`config.mk`:
```
export PLATFORM = sky130hd
export DESIGN_NAME = melody_sequencer_flat
export DESIGN_NICKNAME = d
export VERILOG_FILES = /design/src/rtl/melody_sequencer_if.sv /design/src/rtl/melody_sequencer.sv /design/src/flat_wrapper.sv
export SDC_FILE = /design/constraint.sdc
export NUM_CORES = 1
export LEC_CHECK = 0
export CAP_MARGIN = 40
export CELL_PAD_IN_SITES_DETAIL_PLACEMENT = 1
export CELL_PAD_IN_SITES_GLOBAL_PLACEMENT = 1
export CORE_UTILIZATION = 55
export DETAILED_ROUTE_END_ITERATION = 10
export HOLD_SLACK_MARGIN = 0.15
export MAX_ROUTING_LAYER = met4
export PLACE_DENSITY = 0.88
export SETUP_SLACK_MARGIN = 0.02
export SLEW_MARGIN = 15
export SYNTH_ARGS = -nofsm -noshare
export SYNTH_HDL_FRONTEND = slang
export SYNTH_SLANG_ARGS = --single-unit
```
`constraint.sdc`:
```
create_clock -name clk -period 10.05 [get_ports clk]
set_clock_uncertainty 0.15 [all_clocks]
set_input_delay 3.015 -clock clk [delete_from_list [all_inputs] [get_ports clk]]
set_output_delay 3.015 -clock clk [all_outputs]
set_load 0.03 [all_outputs]
```
`src/rtl/melody_sequencer_if.sv`:
```
//------------------------------------------------------------------------------
// melody_sequencer_if : control, pattern-write and note-output bundle
// Rev 1.0
//------------------------------------------------------------------------------
`default_nettype none

interface melody_sequencer_if #(
    parameter int NUM_STEPS = 16
);
    localparam int c_aw = $clog2(NUM_STEPS);

    logic            start;
    logic            stop;
    logic            loop_en;
    logic            wr_en;
    logic [c_aw-1:0] wr_addr;
    logic [7:0]      wr_data;
    logic [1:0]      tone_sel;
    logic            octave_dena;
    logic            octave_uena;
    logic            tremolo_ena;
    logic            led_ena;
    logic [c_aw-1:0] step_o;
    logic            busy;
    logic            done;

    modport master (
        output start, stop, loop_en, wr_en, wr_addr, wr_data,
        input  tone_sel, octave_dena, octave_uena, tremolo_ena, led_ena,
               step_o, busy, done
    );

    modport slave (
        input  start, stop, loop_en, wr_en, wr_addr, wr_data,
        output tone_sel, octave_dena, octave_uena, tremolo_ena, led_ena,
               step_o, busy, done
    );
endinterface

`default_nettype wire

```
`src/rtl/melody_sequencer.sv`:
```
//------------------------------------------------------------------------------
// melody_sequencer : 16-step melody player driving the tone/feature datapath
// Rev 1.0
//------------------------------------------------------------------------------
`default_nettype none

module melody_sequencer #(
    parameter int TICK_DIV  = 4,
    parameter int GAP_CYC   = 2,
    parameter int NUM_STEPS = 16
) (
    input  wire logic         clk,
    input  wire logic         rst,
    melody_sequencer_if.slave bus
);
    localparam int c_aw      = $clog2(NUM_STEPS);
    localparam int c_max_cnt = (8 * TICK_DIV > GAP_CYC) ? 8 * TICK_DIV : GAP_CYC;
    localparam int c_cw      = $clog2(c_max_cnt + 1);

    localparam logic [c_aw-1:0] c_last_step = c_aw'(NUM_STEPS - 1);
    localparam logic [c_cw-1:0] c_gap_last  = c_cw'((GAP_CYC > 0) ? GAP_CYC - 1 : 0);
    localparam logic [1:0]      c_tone_rest = 2'b00;
    localparam logic [1:0]      c_tone_end  = 2'b11;

    typedef enum logic [2:0] {
        S_IDLE = 3'd0,
        S_LOAD = 3'd1,
        S_PLAY = 3'd2,
        S_GAP  = 3'd3,
        S_DONE = 3'd4
    } state_t;

    state_t          r_state;
    logic [7:0]      r_mem [NUM_STEPS];
    logic [c_aw-1:0] r_step;
    logic [c_cw-1:0] r_cnt;
    logic [c_cw-1:0] r_play_last;
    logic [1:0]      r_tone_sel;
    logic            r_octave_dena;
    logic            r_octave_uena;
    logic            r_tremolo_ena;
    logic            r_led_ena;
    logic            r_busy;
    logic            r_done;

    logic [7:0]      w_word;
    logic            w_sound;
    logic [c_cw-1:0] w_word_last;
    state_t          w_adv_state;
    logic [c_aw-1:0] w_adv_step;

    assign w_word      = r_mem[r_step];
    assign w_sound     = (w_word[7:6] != c_tone_rest);
    assign w_word_last = c_cw'((int'(w_word[2:0]) + 1) * TICK_DIV - 1);

    // Where playback goes after a note (and its gap) has finished.
    always_comb begin
        w_adv_state = S_LOAD;
        w_adv_step  = r_step + 1'b1;
        if (r_step == c_last_step) begin
            w_adv_step = '0;
            if (!bus.loop_en) begin
                w_adv_state = S_DONE;
            end
        end
    end

    always_ff @(posedge clk or posedge rst) begin
        if (rst) begin
            for (int i = 0; i < NUM_STEPS; i++) begin
                r_mem[i] <= 8'hC0;
            end
        end else if (bus.wr_en) begin
            r_mem[bus.wr_addr] <= bus.wr_data;
        end
    end

    always_ff @(posedge clk or posedge rst) begin
        if (rst) begin
            r_state       <= S_IDLE;
            r_step        <= '0;
            r_cnt         <= '0;
            r_play_last   <= '0;
            r_tone_sel    <= 2'b00;
            r_octave_dena <= 1'b0;
            r_octave_uena <= 1'b0;
            r_tremolo_ena <= 1'b0;
            r_led_ena     <= 1'b0;
            r_busy        <= 1'b0;
            r_done        <= 1'b0;
        end else begin
            r_done <= 1'b0;
            if (bus.stop && (r_state != S_IDLE)) begin
                r_state       <= S_IDLE;
                r_step        <= '0;
                r_tone_sel    <= 2'b00;
                r_octave_dena <= 1'b0;
                r_octave_uena <= 1'b0;
                r_tremolo_ena <= 1'b0;
                r_led_ena     <= 1'b0;
                r_busy        <= 1'b0;
            end else begin
                case (r_state)
                    S_IDLE: begin
                        if (bus.start && !bus.stop) begin
                            r_state <= S_LOAD;
                            r_step  <= '0;
                            r_busy  <= 1'b1;
                        end
                    end
                    S_LOAD: begin
                        if (w_word[7:6] == c_tone_end) begin
                            // An end marker at step 0 while looping would spin forever.
                            if (bus.loop_en && (r_step != '0)) begin
                                r_step <= '0;
                            end else begin
                                r_state <= S_DONE;
                                r_done  <= 1'b1;
                            end
                        end else begin
                            r_state       <= S_PLAY;
                            r_cnt         <= '0;
                            r_play_last   <= w_word_last;
                            r_tone_sel    <= w_word[7:6];
                            r_octave_dena <= w_sound & w_word[5] & ~w_word[4];
                            r_octave_uena <= w_sound & w_word[4] & ~w_word[5];
                            r_tremolo_ena <= w_sound & w_word[3];
                            r_led_ena     <= w_sound;
                        end
                    end
                    S_PLAY: begin
                        if (r_cnt == r_play_last) begin
                            r_cnt         <= '0;
                            r_tone_sel    <= 2'b00;
                            r_octave_dena <= 1'b0;
                            r_octave_uena <= 1'b0;
                            r_tremolo_ena <= 1'b0;
                            r_led_ena     <= 1'b0;
                            if (GAP_CYC > 0) begin
                                r_state <= S_GAP;
                            end else begin
                                r_state <= w_adv_state;
                                r_step  <= w_adv_step;
                                r_done  <= (w_adv_state == S_DONE);
                            end
                        end else begin
                            r_cnt <= r_cnt + 1'b1;
                        end
                    end
                    S_GAP: begin
                        if (r_cnt == c_gap_last) begin
                            r_cnt   <= '0;
                            r_state <= w_adv_state;
                            r_step  <= w_adv_step;
                            r_done  <= (w_adv_state == S_DONE);
                        end else begin
                            r_cnt <= r_cnt + 1'b1;
                        end
                    end
                    S_DONE: begin
                        r_state <= S_IDLE;
                        r_step  <= '0;
                        r_busy  <= 1'b0;
                    end
                    default: begin
                        r_state <= S_IDLE;
                        r_step  <= '0;
                        r_busy  <= 1'b0;
                    end
                endcase
            end
        end
    end

    assign bus.tone_sel    = r_tone_sel;
    assign bus.octave_dena = r_octave_dena;
    assign bus.octave_uena = r_octave_uena;
    assign bus.tremolo_ena = r_tremolo_ena;
    assign bus.led_ena     = r_led_ena;
    assign bus.step_o      = r_step;
    assign bus.busy        = r_busy;
    assign bus.done        = r_done;

endmodule

`default_nettype wire

```
`src/flat_wrapper.sv`:
```
// flat-port wrapper written by rule: the top's interface ports become plain ports
module melody_sequencer_flat 
#(
    parameter int TICK_DIV  = 4,
    parameter int GAP_CYC   = 2,
    parameter int NUM_STEPS = 16
)
  (clk, rst, bus_start, bus_stop, bus_loop_en, bus_wr_en, bus_wr_addr, bus_wr_data, bus_tone_sel, bus_octave_dena, bus_octave_uena, bus_tremolo_ena, bus_led_ena, bus_step_o, bus_busy, bus_done);
  melody_sequencer_if #(.NUM_STEPS(NUM_STEPS)) bus_i ();
  input  wire logic clk;
  input  wire logic rst;
  input wire logic [$bits(bus_i.start)-1:0] bus_start;
  input wire logic [$bits(bus_i.stop)-1:0] bus_stop;
  input wire logic [$bits(bus_i.loop_en)-1:0] bus_loop_en;
  input wire logic [$bits(bus_i.wr_en)-1:0] bus_wr_en;
  input wire logic [$bits(bus_i.wr_addr)-1:0] bus_wr_addr;
  input wire logic [$bits(bus_i.wr_data)-1:0] bus_wr_data;
  output wire logic [$bits(bus_i.tone_sel)-1:0] bus_tone_sel;
  output wire logic [$bits(bus_i.octave_dena)-1:0] bus_octave_dena;
  output wire logic [$bits(bus_i.octave_uena)-1:0] bus_octave_uena;
  output wire logic [$bits(bus_i.tremolo_ena)-1:0] bus_tremolo_ena;
  output wire logic [$bits(bus_i.led_ena)-1:0] bus_led_ena;
  output wire logic [$bits(bus_i.step_o)-1:0] bus_step_o;
  output wire logic [$bits(bus_i.busy)-1:0] bus_busy;
  output wire logic [$bits(bus_i.done)-1:0] bus_done;
  assign bus_i.start = bus_start;
  assign bus_i.stop = bus_stop;
  assign bus_i.loop_en = bus_loop_en;
  assign bus_i.wr_en = bus_wr_en;
  assign bus_i.wr_addr = bus_wr_addr;
  assign bus_i.wr_data = bus_wr_data;
  assign bus_tone_sel = bus_i.tone_sel;
  assign bus_octave_dena = bus_i.octave_dena;
  assign bus_octave_uena = bus_i.octave_uena;
  assign bus_tremolo_ena = bus_i.tremolo_ena;
  assign bus_led_ena = bus_i.led_ena;
  assign bus_step_o = bus_i.step_o;
  assign bus_busy = bus_i.busy;
  assign bus_done = bus_i.done;
  melody_sequencer #(.TICK_DIV(TICK_DIV), .GAP_CYC(GAP_CYC), .NUM_STEPS(NUM_STEPS)) u_core (.clk(clk), .rst(rst), .bus(bus_i));
endmodule
```
==> results of run 1 <==
-- stage by stage --
stage / hold WS [ns] / setup WS, ns / power, W / instance area, um2 / std cells
6_report: 0.353 / 4.80 / 0.00203 / 8600 / 752
3_5_place_dp: 0.336 / 4.57 / 0.00137 / 7990 / 719
2_1_floorplan: 0.306 / 2.79 / 0.00122 / 7520 / 532
4_1_cts: 0.351 / 4.76 / 0.00204 / 8590 / 751
3_3_place_gp: 0.325 / 4.77 / 0.00132 / 7900 / 711
5_1_grt: 0.367 / 4.70 / 0.00211 / 8600 / 752
-- area by class of cell --
class                      instances  area [um2]
fill                            1202        4700
multi-input combinational        338        3420
clock buffer                      18         439
tap                              176         220
inverter                          10        42.5
clock inverter                    14         161
timing repair buffer              42         415
sequential                       154        3890
-- path summary, 6_finish.rpt --
path                                         endpoint                 start  slack (ns)
worst max-delay path                    bus_step_o[0]  u_core.bus.step_o[0]        4.80
worst min-delay path                 u_core.r_mem[12]      u_core.r_mem[12]        0.35
worst max register to register  u_core.r_play_last[5]  u_core.bus.step_o[0]        6.88
worst min register to register       u_core.r_mem[12]      u_core.r_mem[12]        0.35
max in group asynchronous            u_core.r_mem[31]                   rst        5.65
min in group asynchronous            u_core.r_mem[19]                   rst        2.93
-- critical path, stage by stage (launching register included) --
cell and delay (ns):
dfrtp_2 0.34, buf_4 0.53, clkdlybuf4s50_1 0.79
-- registers in the layout (all words and copies together) (netlist names) --
name and cells:
u_core.bus.tone_sel 2, u_core.r_play_last 5, u_core.bus.step_o 4, u_core.r_cnt 6
u_core.bus.led_ena 1, u_core.bus.octave_dena 1, u_core.r_state 3, u_core.r_mem 128
u_core.bus.done 1, u_core.bus.octave_uena 1, u_core.bus.busy 1, u_core.bus.tremolo_ena 1
-- power by group --
part / internal [W] / switching (W)
clock network: 0.000378 / 0.000275
registers: 0.000786 / 0.000107
logic: 0.000248 / 0.000236
-- cells in the final DEF, fill, tap and decap left out, drive strengths merged, types with 3 or more instances in the layout --
cell           instances
mux2                 130
dfrtp                122
mux4                  36
dfstp                 32
clkdlybuf4s50         29
nor2                  24
clkbuf                18
nand2                 16
nand2b                15
o21ai                 14
inv                   14
a21oi                 13
buf                   13
nand3                  8
nor3                   7
clkinv                 6
ha                     5
a22oi                  5
nor2b                  4
o211ai                 4
o2bb2ai                4
or4                    4
or3                    4
and3                   3
xor2                   3
xnor2                  3
o21bai                 3
a21o                   3
mux2i                  3
a21boi                 3
-- kinds of logic (layout without fill, tap and decap cells) --
group	Yosys count	in the layout	synth area share
flops	154	154	0.518
mux	169	169	0.309
simple gates	94	94	0.0679
buf+inv	40	84	0.0271
xor+xnor	6	6	0.00699
compound gates	64	64	0.0627
fa+ha+maj	5	5	0.00832
-- layer usage --
metal,vias up,GRT usage,wire [um]
li1,2047,-,-
met1,2562,0.388,8080
met2,123,0.530,10700
met3,29,0.0623,750
met4,0,0.107,400
met5,-,-,0
==> results.sh, run 1 <==
export IMPL_hold_viol_final=0
export IMPL_fp_dieH_um=119
export IMPL_antenna_found_initial=0
export IMPL_start_util=0.566
export IMPL_cts_setup_buffers=0
export IMPL_cts_resized_gates=0
export IMPL_fin_crit_sh=0.522
export IMPL_period_needed_ns=5.25
export IMPL_io_pins=30
export IMPL_ys_flop_type="dfrtp_1"
export IMPL_drv_cap=0
export IMPL_ys_seq_area_frac=0.518
export IMPL_arrival_ns=2.08
export IMPL_dieArea_um2=14100
export IMPL_p_leak_nw=3.53
export IMPL_row_count=42
export IMPL_rr_worst_depth=10
export IMPL_grt_use_total=0.317
export IMPL_critPathKind="flop to primary output"
export IMPL_p_per_area_nw_per_um2=236
export IMPL_synth_nets=555
export IMPL_worst_pin_slew_ns=0.911
export IMPL_vias_per_cell=6.33
export IMPL_cp_required_ns=6.89
export IMPL_grt_max_degree=75
export IMPL_postLayoutCoreUtil=0.647
export IMPL_grt_overflow=0
export IMPL_ys_ff_latch=154
export IMPL_slew_headroom=0.391
export IMPL_hold_depth=1
export IMPL_post_route_drc_count=0
export IMPL_grt_pass1_wl_mm=31.8
export IMPL_htreeDepth=4
export IMPL_dpl_hpwl_mm=12.8
export IMPL_hp_class="flop to flop"
export IMPL_cts_sinks=154
export IMPL_max_freq_mhz=191
export IMPL_ir_drop_mv=0.151
export IMPL_cp_max_fo=33
export IMPL_area_growth_pct=14.3
export IMPL_yosysTopAreaCell="dfrtp_1"
export IMPL_core_area_um2=13300
export IMPL_drt_initial_drc_count=328
export IMPL_via_count=4761
export IMPL_cts_hold_buffers=0
export IMPL_endpoint_kind="primary output"
export IMPL_die_w_um=119
export IMPL_routedWlPerCell_um=26.5
export IMPL_routed_wl_mm=19.9
export IMPL_cts_path_max_buffers=2
export IMPL_rsz0062_at_grt="no"
export IMPL_ys_top_cells_by_area="dfrtp_1 (41%), mux2_2 (19%), dfstp_2 (11%), mux4_2 (9.3%), mux4_1 (1.7%)"
export IMPL_route_antenna_remaining_nets=0
export IMPL_final_setup_tns_ns=0
export IMPL_gp_congestion=0.908
export IMPL_cts_root_buf="clkbuf_16"
export IMPL_syn_mean_instance_area_um2=14.1
export IMPL_async_flop_share=1.00
export IMPL_grt_pass1_vias=5324
export IMPL_start_kind="flop"
export IMPL_synth_common_cells="mux2_2 (129), dfrtp_1 (122), dfstp_2 (32)"
export IMPL_synth_warnings=0
export IMPL_clk_latency_ns=0.44
export IMPL_netlist_area_um2=7520
export IMPL_status="finished, final reports clean"
export IMPL_drive_gt1_frac=0.439
export IMPL_cts_tree="done"
export IMPL_finalSetupViolations=0
export IMPL_path_clk_slew_ns=0.06
export IMPL_io_buffer_count=29
export IMPL_synth_cell_type_count=60
export IMPL_firstDrtPassIters=5
export IMPL_synth_cells=532
export IMPL_yosysMostFrequentCell="mux2_2"
export IMPL_antenna_cells=0
export IMPL_nets=586
export IMPL_slew_violations=0
export IMPL_cts_buffers=17
export IMPL_synth_top_area_share=0.406
export IMPL_synth_enable_flop_cells=0
Note: power is estimated with default switching activity, not from simulation.
==> inputs of run 2 (changes only) <==
Settings changed: CORE_UTILIZATION 55 to 46, PLACE_DENSITY 0.88 to 0.79.
Clock period 10.05 ns to 4.2 ns, I/O delays scaled along.
==> results.sh, run 2 (synthesis gave the netlist of run 1 again) <==
export IMPL_top_regs="u_core.r_mem x128, u_core.r_cnt x6, u_core.r_play_last x5"
export IMPL_via_count=4735
export IMPL_final_setup_tns_ns=0
export IMPL_layout_common_cells="mux2_2 (129), dfrtp_1 (121), dfstp_2 (32), mux4_2 (31), clkdlybuf4s50_1 (29)"
export IMPL_p_per_area_nw_per_um2=554
export IMPL_ir_drop_mv=0.309
export IMPL_cts_setup_buffers=0
export IMPL_cts_root_buf="clkbuf_16"
export IMPL_die_w_um=130
export IMPL_cts_tree="done"
export IMPL_start_util=0.472
export IMPL_top_register="u_core.r_mem"
export IMPL_start_kind="flop"
export IMPL_period_needed_ns=3.15
export IMPL_placed_cells=766
export IMPL_nets=592
export IMPL_rsz0062_at_grt="no"
export IMPL_dieArea_um2=16900
export IMPL_critPathKind="flop to primary output"
export IMPL_fin_area_um2=8680
export IMPL_row_count=46
export IMPL_dpl_hpwl_mm=12.7
export IMPL_fin_crit_sh=0.750
export IMPL_final_cells=798
export IMPL_route_antenna_remaining_nets=0
export IMPL_clk_latency_ns=0.43
export IMPL_hp_class="flop to flop"
export IMPL_path_clk_slew_ns=0.06
export IMPL_vias_per_cell=5.93
export IMPL_p_leak_nw=3.55
export IMPL_cts_path_max_buffers=2
export IMPL_htreeDepth=4
export IMPL_grt_use_total=0.262
export IMPL_post_route_drc_count=0
export IMPL_antenna_cells=0
export IMPL_io_buffer_count=29
export IMPL_gp_congestion=0.888
export IMPL_drt_initial_drc_count=273
export IMPL_finalSetupViolations=0
export IMPL_worst_pin_slew_ns=0.780
export IMPL_drv_cap=0
export IMPL_grt_pass1_wl_mm=31.1
export IMPL_cts_sinks=154
export IMPL_cts_buffers=17
export IMPL_hold_viol_final=0
export IMPL_routedWlPerCell_um=24.1
export IMPL_endpoint_kind="primary output"
export IMPL_io_pins=30
export IMPL_slew_headroom=0.479
export IMPL_antenna_found_initial=0
export IMPL_cts_resized_gates=0
export IMPL_largest_reg_flops=128
export IMPL_cp_required_ns=2.79
export IMPL_final_common_cell="mux2_2"
export IMPL_grt_overflow=0
export IMPL_area_growth_pct=15.4
export IMPL_fp_dieH_um=130
export IMPL_cts_hold_buffers=0
export IMPL_grt_max_degree=48
export IMPL_max_freq_mhz=318
export IMPL_firstDrtPassIters=4
export IMPL_drive_gt1_frac=0.443
export IMPL_routed_wl_mm=19.2
export IMPL_status="finished, final reports clean"
export IMPL_slew_violations=0
export IMPL_cp_max_fo=14
export IMPL_grt_pass1_vias=5382
export IMPL_dpl_cell_area_um2=8090
export IMPL_core_area_um2=15900
export IMPL_arrival_ns=1.74
run 2: power breakdown:
part / internal (W) / switching (W)
Clock: 0.000883 / 0.000659
Sequential: 0.00188 / 0.000243
Combinational: 0.000597 / 0.000550
Total: 0.00336 / 0.00145
run 2: routing by layer:
| layer | track usage | vias up | part of all wire |
|---|---|---|---|
| li1 | - | 2061 | - |
| met1 | 0.313 | 2533 | 0.42 |
| met2 | 0.448 | 111 | 0.53 |
| met3 | 0.0529 | 30 | 0.034 |
| met4 | 0.0807 | 0 | 0.015 |
| met5 | - | - | 0 |
run 2: stage by stage:
step | setup WS (ns) | hold slack (ns) | util | total power, W
6_report | 1.05 | 0.349 | 0.544 | 0.00481
2_1_floorplan | 0.871 | 0.306 | - | 0.00292
3_3_place_gp | 0.836 | 0.328 | 0.507 | 0.00315
4_1_cts | 1.03 | 0.347 | 0.544 | 0.00484
5_1_grt | 0.835 | 0.364 | 0.544 | 0.00504
3_5_place_dp | 0.666 | 0.331 | 0.507 | 0.00327
run 2: critical path, cell delays in order, from the launching register on:
cell and delay (ns):
dfrtp_1 0.32, buf_4 0.26, clkdlybuf4s50_1 0.74
run 2: layout make-up:
type,count,area [um2]
fill,1572,7260
clock inverter,12,123
clock buffer,20,468
timing repair buffer,48,458
multi-input combinational,338,3420
tap,216,270
sequential,154,3890
inverter,10,41.3
run 2: worst paths after layout:
| path | from | endpoint | slack (ns) | cells after the start |
|---|---|---|---|---|
| max reg2reg | u_core.bus.step_o[0] | u_core.r_play_last[5] | 1.11 | 10 |
| max in group asynchronous | rst | u_core.r_mem[46] | 1.82 | 3 |
| min | u_core.r_play_last[1] | u_core.r_play_last[1] | 0.35 | 1 |
| max | u_core.bus.step_o[2] | bus_step_o[2] | 1.05 | 2 |
| min in group asynchronous | rst | u_core.r_mem[67] | 1.18 | 2 |
| min reg2reg | u_core.r_play_last[1] | u_core.r_play_last[1] | 0.35 | 1 |
